## src/rtl/tx_ingress_pkg.sv

```systemverilog
// Shared definitions for the TX ingress slice: FSM encodings, control word
// indices and the layout of the 52-bit control FIFO entry.
package tx_ingress_pkg;

  localparam logic [2:0] ST_IDLE = 3'd0;
  localparam logic [2:0] ST_CTRL = 3'd1;
  localparam logic [2:0] ST_WAIT = 3'd2;
  localparam logic [2:0] ST_DATA = 3'd3;
  localparam logic [2:0] ST_DONE = 3'd4;

  localparam int CTRL_W_FLAG   = 0;
  localparam int CTRL_W_CSCTRL = 1;
  localparam int CTRL_W_CSPOS  = 2;
  localparam int CTRL_W_CSINIT = 3;

  localparam int CF_WIDTH     = 52;
  localparam int CF_CSUM_LSB  = 0;
  localparam int CF_INS_LSB   = 16;
  localparam int CF_LEN_LSB   = 32;
  localparam int CF_FLAG_LSB  = 48;

  typedef struct packed {
    logic [3:0]  flag;
    logic [15:0] len;
    logic [15:0] cs_insert;
    logic [15:0] csum;
  } ctrl_entry_t;

  // End-around carry: one fold plus the carry of that fold always fits 16 bits.
  function automatic logic [15:0] csum_fold(input logic [31:0] acc);
    logic [16:0] s;
    s = {1'b0, acc[15:0]} + {1'b0, acc[31:16]};
    return s[15:0] + {15'b0, s[16]};
  endfunction

endpackage

```

## src/rtl/tx_csum_accum.sv

```systemverilog
// One's-complement checksum accumulator over big-endian byte pairs of a frame,
// built only when TX_INGRESS_CSUM_EN is defined.
module tx_csum_accum
  import tx_ingress_pkg::*;
#(
  parameter int C_DATA_WIDTH = 64,
  parameter int C_LEN_WIDTH  = 16
) (
  input  logic                      clk_i,
  input  logic                      rst_i,
  input  logic                      seed_i,
  input  logic [15:0]               seed_val_i,
  input  logic                      beat_i,
  input  logic [C_DATA_WIDTH-1:0]   tdata_i,
  input  logic [C_DATA_WIDTH/8-1:0] tkeep_i,
  input  logic [C_LEN_WIDTH-1:0]    beat_off_i,
  input  logic [15:0]               cs_begin_i,
  output logic [15:0]               csum_o
);

  localparam int KW = C_DATA_WIDTH / 8;

  logic [KW-1:0] lane_en;
  logic [31:0]   beat_sum;
  logic [31:0]   acc_q;

  // Even frame offsets are the high byte of a pair; a missing odd partner adds 0.
  always_comb begin
    lane_en  = '0;
    beat_sum = '0;
    for (int unsigned i = 0; i < KW; i++) begin
      lane_en[i] = tkeep_i[i] && ((32'(beat_off_i) + i) >= 32'(cs_begin_i));
      if (lane_en[i]) begin
        if (beat_off_i[0] ^ i[0])
          beat_sum = beat_sum + {24'b0, tdata_i[8*i +: 8]};
        else
          beat_sum = beat_sum + {16'b0, tdata_i[8*i +: 8], 8'b0};
      end
    end
  end

  always_ff @(posedge clk_i) begin
    if (rst_i)        acc_q <= '0;
    else if (seed_i)  acc_q <= {16'b0, seed_val_i};
    else if (beat_i)  acc_q <= acc_q + beat_sum;
  end

  assign csum_o = csum_fold(acc_q);

endmodule

```

## src/rtl/tx_ingress_fsm.sv

```systemverilog
// TX ingress sequencer: captures txc control words, forwards txd beats into the
// data FIFO and writes one control FIFO entry per frame. TX_INGRESS_CSUM_EN adds checksum.
module tx_ingress_fsm
  import tx_ingress_pkg::*;
#(
  parameter int C_DATA_WIDTH = 64,
  parameter int C_CTRL_WORDS = 6,
  parameter int C_LEN_WIDTH  = 16
) (
  input  logic                                 mm2s_clk,
  input  logic                                 mm2s_reset,
  input  logic [31:0]                          txc_tdata,
  input  logic [3:0]                           txc_tkeep,
  input  logic                                 txc_tvalid,
  input  logic                                 txc_tlast,
  output logic                                 txc_tready,
  input  logic [C_DATA_WIDTH-1:0]              txd_tdata,
  input  logic [C_DATA_WIDTH/8-1:0]            txd_tkeep,
  input  logic                                 txd_tvalid,
  input  logic                                 txd_tlast,
  output logic                                 txd_tready,
  input  logic                                 ctrl_fifo_afull,
  output logic                                 ctrl_fifo_wren,
  output logic [CF_WIDTH-1:0]                  ctrl_fifo_wdata,
  input  logic                                 data_fifo_afull,
  output logic                                 data_fifo_wren,
  output logic [C_DATA_WIDTH+C_DATA_WIDTH/8:0] data_fifo_wdata,
  output logic [3:0]                           fsm_dbg
);

  localparam int KW = C_DATA_WIDTH / 8;
  localparam int CW = $clog2(KW) + 1;

  logic [2:0]             state_q, state_d;
  logic                   ctrl_afull_q, data_afull_q;
  logic [2:0]             ctrl_idx_q;
  logic [3:0]             flag_q;
  logic [1:0]             cs_ctrl_q;
  logic [15:0]            cs_begin_q, cs_insert_q, cs_init_q;
  logic [C_LEN_WIDTH-1:0] len_q;
  logic                   data_wren_q, ctrl_wren_q;
  logic [KW+C_DATA_WIDTH:0] data_wdata_q;
  ctrl_entry_t            ctrl_wdata_q;
  logic [CW-1:0]          beat_bytes;
  logic [15:0]            csum_w;
  logic                   txc_hs, txd_hs, frame_start, data_start;

  assign txc_tready  = (state_q == ST_CTRL);
  assign txd_tready  = (state_q == ST_DATA) && !data_afull_q;
  assign txc_hs      = txc_tvalid && txc_tready;
  assign txd_hs      = txd_tvalid && txd_tready;
  assign frame_start = (state_q == ST_IDLE) && (state_d == ST_CTRL);
  assign data_start  = (state_q == ST_WAIT) && (state_d == ST_DATA);

  // NOTE: every combinational output gets a default first so no latch is inferred.
  always_comb begin
    state_d = state_q;
    case (state_q)
      ST_IDLE: if (txc_tvalid && !ctrl_afull_q) state_d = ST_CTRL;
      ST_CTRL: if (txc_hs && txc_tlast)         state_d = ST_WAIT;
      ST_WAIT: if (txd_tvalid && !data_afull_q) state_d = ST_DATA;
      ST_DATA: if (txd_hs && txd_tlast)         state_d = ST_DONE;
      ST_DONE:                                  state_d = ST_IDLE;
      default:                                  state_d = ST_IDLE;
    endcase
  end

  always_comb begin
    beat_bytes = '0;
    for (int i = 0; i < KW; i++) beat_bytes = beat_bytes + CW'(txd_tkeep[i]);
  end

  // NOTE: sequential state uses non-blocking assignments so every register samples pre-edge values.
  always_ff @(posedge mm2s_clk) begin
    if (mm2s_reset) begin
      state_q      <= ST_IDLE;
      ctrl_afull_q <= 1'b1;
      data_afull_q <= 1'b1;
      ctrl_idx_q   <= '0;
      flag_q       <= '0;
      cs_ctrl_q    <= '0;
      cs_begin_q   <= '0;
      cs_insert_q  <= '0;
      cs_init_q    <= '0;
      len_q        <= '0;
      data_wren_q  <= 1'b0;
      ctrl_wren_q  <= 1'b0;
    end else begin
      state_q      <= state_d;
      ctrl_afull_q <= ctrl_fifo_afull;
      data_afull_q <= data_fifo_afull;
      data_wren_q  <= txd_hs;
      ctrl_wren_q  <= (state_q == ST_DONE);
      if (frame_start) begin
        ctrl_idx_q  <= '0;
        flag_q      <= '0;
        cs_ctrl_q   <= '0;
        cs_begin_q  <= '0;
        cs_insert_q <= '0;
        cs_init_q   <= '0;
        len_q       <= '0;
      end else if (txc_hs) begin
        case (ctrl_idx_q)
          3'(CTRL_W_FLAG):   flag_q    <= txc_tdata[31:28];
          3'(CTRL_W_CSCTRL): cs_ctrl_q <= txc_tdata[1:0];
          3'(CTRL_W_CSPOS): begin
            cs_begin_q  <= txc_tdata[31:16];
            cs_insert_q <= txc_tdata[15:0];
          end
          3'(CTRL_W_CSINIT): cs_init_q <= txc_tdata[15:0];
          default: ;
        endcase
        if (ctrl_idx_q != 3'(C_CTRL_WORDS - 1)) ctrl_idx_q <= ctrl_idx_q + 3'd1;
      end else if (txd_hs) begin
        len_q <= len_q + C_LEN_WIDTH'(beat_bytes);
      end
    end
  end

  // NOTE: payload registers carry no reset; they are only consumed when their wren is high.
  always_ff @(posedge mm2s_clk) begin
    if (txd_hs)              data_wdata_q <= {txd_tlast, txd_tkeep, txd_tdata};
    if (state_q == ST_DONE)  ctrl_wdata_q <= '{flag_q, 16'(len_q), cs_insert_q, csum_w};
  end

`ifdef TX_INGRESS_CSUM_EN
  logic [15:0] sum_fold;

  tx_csum_accum #(
    .C_DATA_WIDTH (C_DATA_WIDTH),
    .C_LEN_WIDTH  (C_LEN_WIDTH)
  ) u_csum (
    .clk_i      (mm2s_clk),
    .rst_i      (mm2s_reset),
    .seed_i     (data_start),
    .seed_val_i (cs_init_q),
    .beat_i     (txd_hs),
    .tdata_i    (txd_tdata),
    .tkeep_i    (txd_tkeep),
    .beat_off_i (len_q),
    .cs_begin_i (cs_begin_q),
    .csum_o     (sum_fold)
  );

  assign csum_w = (cs_ctrl_q == 2'd0) ? cs_init_q : sum_fold;

  logic unused_ok;
  assign unused_ok = ^txc_tkeep;
`else
  assign csum_w = cs_init_q;

  logic unused_ok;
  assign unused_ok = ^{txc_tkeep, cs_begin_q, cs_ctrl_q, data_start};
`endif

  assign ctrl_fifo_wren  = ctrl_wren_q;
  assign ctrl_fifo_wdata = ctrl_wdata_q;
  assign data_fifo_wren  = data_wren_q;
  assign data_fifo_wdata = data_wdata_q;
  assign fsm_dbg         = {1'b0, state_q};

endmodule

```

## config.mk

```make
export PLATFORM = sky130hd
export DESIGN_NAME = tx_ingress_fsm
export DESIGN_NICKNAME = d
export VERILOG_FILES = /design/src/rtl/tx_ingress_pkg.sv /design/src/rtl/tx_csum_accum.sv /design/src/rtl/tx_ingress_fsm.sv
export SDC_FILE = /design/constraint.sdc
export NUM_CORES = 1
export LEC_CHECK = 0
export BUFFER_PORTS_ARGS = -buffer_cell sky130_fd_sc_hd__clkbuf_2
export CORE_MARGIN = 3
export CORE_UTILIZATION = 50
export CTS_CLUSTER_DIAMETER = 150
export DETAILED_ROUTE_END_ITERATION = 16
export PLACE_DENSITY_LB_ADDON = 0.25
export REMOVE_ABC_BUFFERS = 1
export SLEW_MARGIN = 20
export SYNTH_ARGS = -nofsm -noshare
export SYNTH_HDL_FRONTEND = slang
export SYNTH_SLANG_ARGS = --single-unit
```

## constraint.sdc

```tcl
create_clock -name mm2s_clk -period 12.3 [get_ports mm2s_clk]
set_clock_uncertainty 0.1 [all_clocks]
set_input_delay 1.23 -clock mm2s_clk [delete_from_list [all_inputs] [get_ports mm2s_clk]]
set_output_delay 1.23 -clock mm2s_clk [all_outputs]
set_load 0.01 [all_outputs]
```

# --- Word-level counts from Yosys, hierarchy flattened ---
# Index checks and enable logic that the tools add are counted.
op_classes:
  addsub: 9
  mul: 0
  div: 0
  magnitude_cmp: 0
  n_eq_ne: 8
  n_shift: 0
  muxes: 5
  n_bitwise: 1
  n_reduce_logical: 18
ops:
  columns: ["op", "n"]
  rows:
  - ["$add A16 B4 Y16", 1]
  - ["$add A4 B1 Y4", 4]
  - ["$eq A3 B2 Y1 const B", 4]
  - ["$mux W3", 4]
  - ["$pmux W3 S4", 1]
  - ["$reduce_and A2 Y1", 5]
  - ["$logic_and A1 B1 Y1", 8]
  - ["$eq A3 B1 Y1 const B", 2]
  - ["$logic_not A3 Y1", 2]
  - ["$add A3 B1 Y4", 1]
  - ["$add A2 B1 Y3", 1]
  - ["$add A3 B1 Y3 const B", 1]
  - ["$eq A3 B3 Y1 const B", 1]
  - ["$ne A3 B3 Y1 const B", 1]
  - ["$add A1 B1 Y2", 1]
  - ["$logic_not A1 Y1", 2]
  - ["$reduce_or A2 Y1", 1]
  - ["$not A1 Y1", 1]
word_totals:
  reg_bits: 187
  latch_bits: 0
  ram_bits: 0
  mem_bits_ro: 0
  in_bits: 116
  wordCells: 56
  memories: 0

# --- Longest topological paths before layout ---
# Gate-level depths: netlist of run 1.
depth:
  depth_word: 9
  depth_mapped: 12

# --- Worst setup path after synthesis of run 1 ---
# OpenSTA, ideal clock, no wires.
synth_path:
  path_type: "reg2reg"
  start: "reg state_q[2]"
  end: "reg ctrl_wdata_q, in the netlist ctrl_fifo_wdata[0], enable pin"
  arrival_ns: 4.345
  setup_slack_ns: 7.317
  stages_incl_launch_ff: 2
  path_buffers: 0
  period_less_slack_ns: 4.983
  cell_sequence: "dfxtp_1 nor3b_1"
synth_via:
  elab_chain_len: 1
synth_lines:
  columns: ["item", "line_no", "rtl"]
  rows:
  - ["start, declared", "tx_ingress_fsm.sv:34", "logic [2:0] state_q, state_d;"]
  - ["start signal, assigned", "tx_ingress_fsm.sv:89", "state_q <= state_d;"]
  - ["$eq A3 B3 Y1", "tx_ingress_fsm.sv:123", "if (state_q == ST_DONE) ctrl_wdata_q <= '{flag_q, 16'(len_q), cs_insert_q, csum_w};"]
  - ["end signal, assigned", "tx_ingress_fsm.sv:123", null]
  - ["end, declared", "tx_ingress_fsm.sv:43", "ctrl_entry_t ctrl_wdata_q;"]
# No other way between the ends.
# A chain may end at the register's enable or synchronous reset.

# --- Final worst setup path of run 1 ---
layout_path:
  start: "in txd_tkeep[0]"
  end: "reg len_q[8]"
layout_via:
  elab_chain_len: 8
layout_lines:
  columns: ["item", "line_no", "rtl"]
  rows:
  - ["start, declared", "tx_ingress_fsm.sv:18", "input logic [C_DATA_WIDTH/8-1:0] txd_tkeep,"]
  - ["$add A1 B1 Y2", "tx_ingress_fsm.sv:70", "for (int i = 0; i < KW; i++) beat_bytes = beat_bytes + CW'(txd_tkeep[i]);"]
  - ["$add A2 B1 Y3", "tx_ingress_fsm.sv:70", null]
  - ["$add A3 B1 Y4", "tx_ingress_fsm.sv:70", null]
  - ["$add A4 B1 Y4 (4 in a row)", "tx_ingress_fsm.sv:70", null]
  - ["$add A16 B4 Y16", "tx_ingress_fsm.sv:115", "len_q <= len_q + C_LEN_WIDTH'(beat_bytes);"]
  - ["end signal, assigned", "tx_ingress_fsm.sv:115", null]
  - ["end, declared", "tx_ingress_fsm.sv:40", "logic [C_LEN_WIDTH-1:0] len_q;"]
# No other way between the ends.

==> results of run 1 <==
## final timing paths
kind	to	from	depth (start not counted)
max	len_q[8]	txd_tkeep[0]	12
min	ctrl_fifo_wdata[4]	cs_init_q[4]	0
max reg2reg	len_q[8]	len_q[0]	10
min reg2reg	ctrl_fifo_wdata[4]	cs_init_q[4]	0
## logic make-up (layout without fill, tap and decap cells)
kind of cell               after synthesis  after routing  share of synthesized area, %
buffers and inverters                   35            283                         3.260
adders and majority gates               16             16                         3.623
other                                    1              1                       0.05714
AOI/OAI and AO/OA                       64             64                         5.567
DFF                                    187            187                         76.11
and+or+nand+nor                        138            138                         9.647
xor gates and xnor gates                13             13                         1.735
## cells in the mapped netlist, types with 2 or more instances
cell / count / area [um^2]
dfxtp_1: 62 / 1241
buf_2: 2 / 10.01
o21ai_0: 3 / 15.01
a211oi_1: 9 / 67.56
nand2_1: 79 / 296.5
nand2b_1: 3 / 18.77
and4_1: 2 / 17.52
xnor2_1: 8 / 70.07
xor2_1: 5 / 43.79
nand3_1: 9 / 45.04
nor3b_1: 3 / 22.52
or2_2: 2 / 12.51
ha_1: 11 / 137.6
fa_1: 5 / 100.1
a21oi_1: 44 / 220.2
o2111ai_1: 3 / 26.28
and3_1: 4 / 25.02
nor2b_1: 4 / 25.02
buf_4: 5 / 37.54
clkbuf_1: 2 / 7.510
inv_1: 17 / 63.81
buf_6: 8 / 90.09
edfxtp_1: 125 / 3754
and2_1: 2 / 12.51
nor2_1: 20 / 75.07
nor3_1: 2 / 10.01
o211ai_1: 2 / 15.01
## report_power, final
group	switching (mW)	internal, mW	total (mW)
clock	0.226	0.367	0.593
sequential	0.00141	0.667	0.669
combinational	0.0210	0.0207	0.0416
total	0.248	1.06	1.30
## worst max-delay path: cells and delay by family
| family | cells | cell delay [ns] |
|---|---|---|
| fa+ha+maj | 5 | 2.34 |
| compound gates | 2 | 0.56 |
| simple gates | 2 | 0.21 |
| buf+inv | 2 | 0.17 |
| xor+xnor | 1 | 0.16 |
## registers in the layout, indices dropped and copies added (netlist names)
signal           cells
data_fifo_wdata     73
ctrl_fifo_wren       1
cs_insert_q         16
ctrl_fifo_wdata     52
ctrl_afull_q         1
state_q              3
data_fifo_wren       1
cs_init_q           16
flag_q               4
data_afull_q         1
ctrl_idx_q           3
len_q               16
## metrics by stage
stage	hold slack (ns)	std cells	area, um^2	utilization [%]
after detailed placement	0.3125	842	7823	61.49
after global routing	0.3397	874	8477	66.63
after CTS	0.3295	874	8477	66.63
after global placement	0.3108	842	7823	61.49
final	0.3309	874	8477	66.63
after floorplan	0.3081	436	6412	-
## final cells by class
class,count,area (um^2)
Sequential cell,187,4995
Fill cell,962,4245
Multi-Input combinational cell,232,1370
Timing Repair Buffer,234,1179
Clock buffer,18,439.2
Clock inverter,14,215.2
Tap cell,172,215.2
Inverter,17,63.81
## per-layer routing
metal  part of all wire [%]  track usage [%]
met5                      0                0
met4                   0.98            8.499
met3                    6.3            5.472
met2                     55            37.58
met1                     37            22.90
==> impl_metrics.json, run 1 <==
{
  "outcome": "complete, no violations",
  "slowest_delay_ns": 0.54,
  "cts_tree": "done",
  "yosys_warnings": 0,
  "antenna_cells": 0,
  "drv_cap": 0,
  "cts.sinks": 187,
  "path_cells": "clkbuf_2 > fa_1 > inv_1 > fa_1 > fa_1 > fa_1 > fa_1 > nor2b_1 > o21ai_1 > a211oi_1 > xnor2_1 > nor2_1",
  "required_ns": 12.49,
  "grt_start_max_net_pins": 77,
  "cts_buffers": 17,
  "drc": 0,
  "power-per-cell-area_nw_per_um2": 153.8,
  "slew-limit-headroom_pct": 37.08,
  "die_area_um2": 14540,
  "tightest_slew_ns": 0.9438,
  "cts_htree_levels": 4,
  "finalHoldViolCount": 0,
  "path_common_cell": "fa_1",
  "tns_ns": 0,
  "ant_nets": 0,
  "rows": 41,
  "period_needed_ns": 4.472,
  "initial_utilization_pct": 51.58,
  "syn-mean-instance-area_um2": 14.45,
  "hpwl_um": 10580,
  "r2r_slack_ns": 8.87,
  "ys.flop_type": "edfxtp_1",
  "start_kind": "primary input",
  "final_common_cell": "clkbuf_2",
  "cp.arrival_ns": 4.66,
  "cts_setup_buffers": 0,
  "port_buffers": 231,
  "fin_crit_sh_pct": 36.36,
  "syn2layout_area_growth_pct": 29.17,
  "final_cell_mix": "clkbuf_2 (231), edfxtp_1 (125), nand2_1 (79)",
  "first_iter_violations": 334,
  "antenna_found_initial": 0,
  "clk_latency_ns": 0.42,
  "drive_gt1_share_pct": 38.89,
  "synth_edf_count": 125,
  "grt_usage_pct": 20.68,
  "cts-resized-gates": 0,
  "routabilityCongestion": 0.7750,
  "totalWireLength_um": 14560,
  "syn_area_um2": 6563,
  "synth-async-reset-ratio_pct": 0,
  "fin_nets": 821,
  "die_w_um": 120.6,
  "worstSetupPathType": "primary input to flop",
  "clk_pin_slew_ns": 0.07,
  "grt-ovfl-total": 0,
  "cp_slowest_cell": "fa_1",
  "ios": 249,
  "cts.root.buffer_cell": "clkbuf_16",
  "fin_total_pwr_mw": 1.303,
  "ys_seq_elements": 187,
  "fmax_mhz": 223.6,
  "finalSetupViolations": 0,
  "slew_violations": 0,
  "wl_per_cell_um": 16.66,
  "vdd_drop_max_uv": 83.37,
  "synthCells": 454,
  "synth_cell_types": 40,
  "core_area_um2": 12720,
  "rsz0062_at_grt": "no",
  "dr_total_vias": 4258,
  "worst_slack_ns": 7.828,
  "yosysSeqAreaShare_pct": 76.11,
  "holdCritPathClass": "flop to flop",
  "grt_pass1_wl_um": 22700,
  "die_y_um": 120.6,
  "grt_pass1_vias": 4321,
  "dp_slack_ns": 7.393,
  "clock_path_buffers": 2,
  "firstDrtPassIters": 5,
  "leakage_nw": 3.351,
  "hold_buffers": 0,
  "crit_fanout": 6,
  "end_kind": "flop",
  "via_per_inst": 4.872
}
Note: power is estimated with default switching activity, not from simulation.
==> inputs of run 2 (changes only) <==
CORE_UTILIZATION = 44   (was 50)
clock period = 3.66 ns   (was 12.3 ns; I/O delays follow)
==> run 2 against run 1 <==
  * Sequential share of layout area down 2.6 points
  * Worst setup slack worse by 7.7 ns
  * Critical path type unchanged
  * Sequential cell count unchanged
  * Die area up 13%
  * First-iteration DRC count down 41%
==> impl_metrics.json, run 2 (same netlist as run 1, synthesis figures left out) <==
{
  "wl_per_cell_um": 16.57,
  "grt_use_met2_pct": 33.52,
  "crit_fanout": 6,
  "cts.root.buffer_cell": "clkbuf_16",
  "grt_pass1_vias": 4520,
  "clk_pin_slew_ns": 0.07,
  "tightest_slew_ns": 0.6928,
  "drive_gt1_share_pct": 36.81,
  "ant_nets": 0,
  "holdCritPathClass": "primary input to flop",
  "hpwl_um": 10790,
  "fin_total_pwr_mw": 4.207,
  "grt_usage_pct": 18.70,
  "totalWireLength_um": 15440,
  "cts_tree": "done",
  "vdd_drop_max_uv": 288.7,
  "ios": 249,
  "cts_setup_buffers": 0,
  "drc": 0,
  "grt-ovfl-total": 0,
  "required_ns": 3.85,
  "r2r_end": "len_q[8]",
  "die_area_um2": 16420,
  "rows": 44,
  "power-per-cell-area_nw_per_um2": 474.0,
  "clkPwrFrac_pct": 42.4,
  "port_buffers": 231,
  "grt_start_max_net_pins": 56,
  "worstSetupPathType": "primary input to flop",
  "outcome": "complete, no violations",
  "p_sw_share_pct": 21.25,
  "core_area_um2": 14590,
  "largest_register_ff_count": 73,
  "dr_total_vias": 4440,
  "initial_utilization_pct": 44.98,
  "cts_buffers": 17,
  "r2r-start": "len_q[0]",
  "period_needed_ns": 3.521,
  "cp.arrival_ns": 3.71,
  "clk_latency_ns": 0.42,
  "finalSetupViolations": 0,
  "rsz0062_at_grt": "yes",
  "drv_cap": 0,
  "finalHoldViolCount": 0,
  "clock_path_buffers": 2,
  "intPower_mw": 3.313,
  "final_cells": 932,
  "cts_htree_levels": 4,
  "fin_crit_sh_pct": 96.21,
  "placed_area_um2": 7874,
  "routabilityCongestion": 0.8080,
  "p_switching_mw": 0.8940,
  "grt_use_met3_pct": 6.000,
  "reg2regPathDepth": 10,
  "grt_pass1_wl_um": 23270,
  "cts.sinks": 187,
  "r2r_slack_ns": 0.32,
  "first_iter_violations": 198,
  "busiest_layer": "met2",
  "final_cell_mix": "clkbuf_2 (231), edfxtp_1 (125), nand2_1 (79)",
  "die_w_um": 128.1,
  "end_kind": "flop",
  "grtUsageMet1_pct": 20.71,
  "fin_nets": 866,
  "syn2layout_area_growth_pct": 35.25,
  "antenna_found_initial": 1,
  "slew-limit-headroom_pct": 53.70,
  "final_common_cell": "clkbuf_2",
  "die_y_um": 128.1,
  "fmax_mhz": 284.0,
  "place_inst": 857,
  "via_per_inst": 4.764,
  "hold-path-endpoint": "data_fifo_wdata[10]",
  "leakage_nw": 3.505,
  "final_area_um2": 8876,
  "slew_violations": 0,
  "seq_power_share_pct": 53.4,
  "hold_path_depth": 1,
  "firstDrtPassIters": 4,
  "min_from": "txd_tdata[10]",
  "start_kind": "primary input",
  "p_comb_share_pct": 4.2
}
[run 2: power groups by stage]
stage	Combinational [mW]	Clock [mW]	Sequential [mW]
6_report	0.177	1.78	2.25
5_1_grt	0.197	1.90	2.25
4_1_cts	0.177	1.82	2.25
3_5_place_dp	0.140	0	2.29
3_3_place_gp	0.134	0	2.29
2_1_floorplan	0.0587	0	2.29
[run 2: what timing repair did]
item | CTS | global route
gates resized for setup | 0 | 0
hold buffers | 39 | 3
setup endpoints to repair | 0 | 3
endpoints found under the hold margin | 39 | 3
[run 2: area by class of cell]
cell class | instances | area (um^2)
fillers | 1152 | 5713
repair buffers | 279 | 1634
clock inverters | 13 | 136.4
multi-input cells | 232 | 1370
clock buffers | 19 | 442.9
flip-flops and latches | 187 | 4995
well taps | 184 | 230.2
diodes | 1 | 2.502
inverters | 17 | 65.06
[run 2: how the worst max path moves through the flow]
stage / from / to / slack (ns) / cells after the start
2_1_floorplan: state_q[2] / ctrl_fifo_wdata[0] / -1.32 / 1
3_3_place_gp: txd_tkeep[0] / len_q[6] / -0.18 / 12
3_5_place_dp: txd_tkeep[0] / len_q[8] / -0.27 / 12
4_1_cts: txd_tkeep[0] / len_q[12] / 0.14 / 12
5_1_grt: txd_tkeep[0] / len_q[10] / -0.05 / 12
6_report: txd_tkeep[0] / len_q[8] / 0.14 / 12
[run 2: through the flow]
step	setup slack [ns]	TNS, ns	hold WS (ns)	utilization [%]
detailed placement	-0.2691	-1.406	0.3154	53.97
global placement	-0.1820	-0.9660	0.3117	53.97
floorplan	-1.324	-70.07	0.3081	-
global route	-0.04643	-0.1039	0.0001916	60.84
CTS	0.1404	0	0.000002442	60.62
finish	0.1389	0	0.02256	60.84
[run 2: critical path, stage by stage]
cell      delay [ns]
clkbuf_2        0.10
fa_1            0.53
inv_1           0.05
fa_1            0.49
fa_1            0.42
fa_1            0.42
fa_1            0.41
nor2b_1         0.19
o21ai_1         0.19
a211oi_1        0.33
xnor2_1         0.16
nor2_1          0.05
[run 2: layer usage]
layer / vias to the layer above / wire [um]
li1: 2158 / -
met1: 2098 / 6044
met2: 160 / 8007
met3: 24 / 1012
met4: 0 / 375
met5: - / 0
==> inputs of run 3 (changes only) <==
PLACE_DENSITY = 0.86   (was default)
PLACE_DENSITY_LB_ADDON = default   (was 0.25)
==> run 3 against run 2 <==
  * Total power up 1.1%
  * Sequential power about the same
  * First-iteration DRC count up 48%
  * Worst setup slack better by 0.041 ns
  * Clock-buffer cell count down 2
==> impl_metrics.json, run 3 (same netlist as run 1, synthesis figures left out) <==
{
  "finalHoldViolCount": 0,
  "tightest_slew_ns": 0.6819,
  "rows": 44,
  "cts_htree_levels": 4,
  "grt_pass1_vias": 4311,
  "grt_pass1_wl_um": 22470,
  "routed-wl-met3_um": 896,
  "ant_nets": 0,
  "die_area_um2": 16420,
  "cts_tree": "done",
  "cts_buffers": 17,
  "initial_utilization_pct": 44.98,
  "routabilityCongestion": 0.8071,
  "holdCritPathClass": "primary input to flop",
  "leakage_nw": 3.432,
  "hpwl_um": 10430,
  "syn2layout_area_growth_pct": 32.77,
  "antenna_cells": 0,
  "ios": 249,
  "grt-ovfl-total": 0,
  "period_needed_ns": 3.480,
  "cp.arrival_ns": 3.67,
  "highest_layer": "met4",
  "firstDrtPassIters": 4,
  "fin_nets": 846,
  "whs_ns": 0.02575,
  "port_buffers": 231,
  "worstSetupPathType": "primary input to flop",
  "dp_slack_ns": -0.2679,
  "totalWireLength_um": 14820,
  "grt_start_max_net_pins": 74,
  "cp_num_buf_inv": 2,
  "fin_total_pwr_mw": 4.251,
  "die_w_um": 128.1,
  "slew-limit-headroom_pct": 54.54,
  "slowest_delay_ns": 0.53,
  "cts.root.buffer_cell": "clkbuf_16",
  "crit_fanout": 6,
  "wl_met1_um": 5678,
  "final_cell_mix": "clkbuf_2 (231), edfxtp_1 (125), nand2_1 (79)",
  "required_ns": 3.85,
  "power-per-cell-area_nw_per_um2": 487.9,
  "drive_gt1_share_pct": 38.10,
  "rsz0062_at_grt": "yes",
  "end_kind": "flop",
  "first_iter_violations": 294,
  "cts_setup_buffers": 0,
  "utilization_pct": 59.73,
  "drv_cap": 0,
  "cts.sinks": 187,
  "largest_register_ff_count": 73,
  "final_common_cell": "clkbuf_2",
  "clk_pin_slew_ns": 0.07,
  "drc": 0,
  "cp_top_family": "adder cells",
  "met2_length_um": 7945,
  "cp_slowest_cell": "fa_1",
  "die_y_um": 128.1,
  "worst_slack_ns": 0.1801,
  "clock_path_buffers": 2,
  "fin_crit_sh_pct": 95.08,
  "antenna_found_initial": 0,
  "fmax_mhz": 287.4,
  "outcome": "complete, no violations",
  "wl_per_cell_um": 16.27,
  "core_area_um2": 14590,
  "grt_usage_pct": 17.79,
  "vdd_drop_max_uv": 302.3,
  "slew_violations": 0,
  "path_common_cell": "fa_1",
  "start_kind": "primary input",
  "clk_latency_ns": 0.42,
  "path_cells": "clkbuf_2 > fa_1 > inv_1 > fa_1 > fa_1 > fa_1 > fa_1 > nor2b_1 > o21ai_1 > a211oi_1 > xnor2_1 > nor2_1",
  "finalSetupViolations": 0,
  "via_per_inst": 4.845,
  "dr_total_vias": 4414
}
-- run 3: cell count changes in the layout (fill, tap and decap cells not counted), sizes merged, moves of 2 or more --
cell and delta:
clkinv -3, dlygate4sd3 -19, clkbuf -2, inv +3
-- run 3: power breakdown --
part | total (mW) | leakage (nW) | internal (mW) | switching [mW]
Sequential | 2.25 | 1.61 | 2.24 | 0.00476
Clock | 1.84 | 0.289 | 1.03 | 0.809
Combinational | 0.163 | 1.54 | 0.0864 | 0.0769
Total | 4.25 | 3.43 | 3.36 | 0.890
-- run 3: layout make-up --
type,count,area [um^2]
Sequential cell,187,4995
Clock inverter,15,181.4
Multi-Input combinational cell,232,1380
Fill cell,1096,5876
Tap cell,184,230.2
Timing Repair Buffer,259,1436
Inverter,17,65.06
Clock buffer,17,425.4
-- run 3: per-stage QoR --
stage / cell area, um^2 / cells / TNS (ns)
2_1_floorplan: 6412 / 436 / -70.07
3_3_place_gp: 7866 / 856 / -0.9368
3_5_place_dp: 7866 / 856 / -1.435
4_1_cts: 8703 / 911 / 0
5_1_grt: 8713 / 911 / -0.03302
6_report: 8713 / 911 / 0
-- run 3: what timing repair did --
item / CTS / global route
endpoints found under the hold margin: 23 / 0
gates resized for setup: 0 / 2
hold buffers: 23 / 0
setup endpoints to repair: 0 / 2
-- run 3: final timing paths --
check	startpoint	endpoint	slack (ns)	depth (start not counted)
worst min-delay path	txd_tdata[0]	data_fifo_wdata[0]	0.03	1
worst max-delay path	txd_tkeep[0]	len_q[12]	0.18	12
worst max register to register	len_q[0]	len_q[12]	0.36	10
worst min register to register	cs_insert_q[12]	ctrl_fifo_wdata[28]	0.33	0
-- run 3: per-layer routing --
layer	global-route usage, %	up-vias
met5	0	-
met4	7.678	0
met3	3.917	20
met2	32.59	161
met1	19.76	2113
li1	-	2120
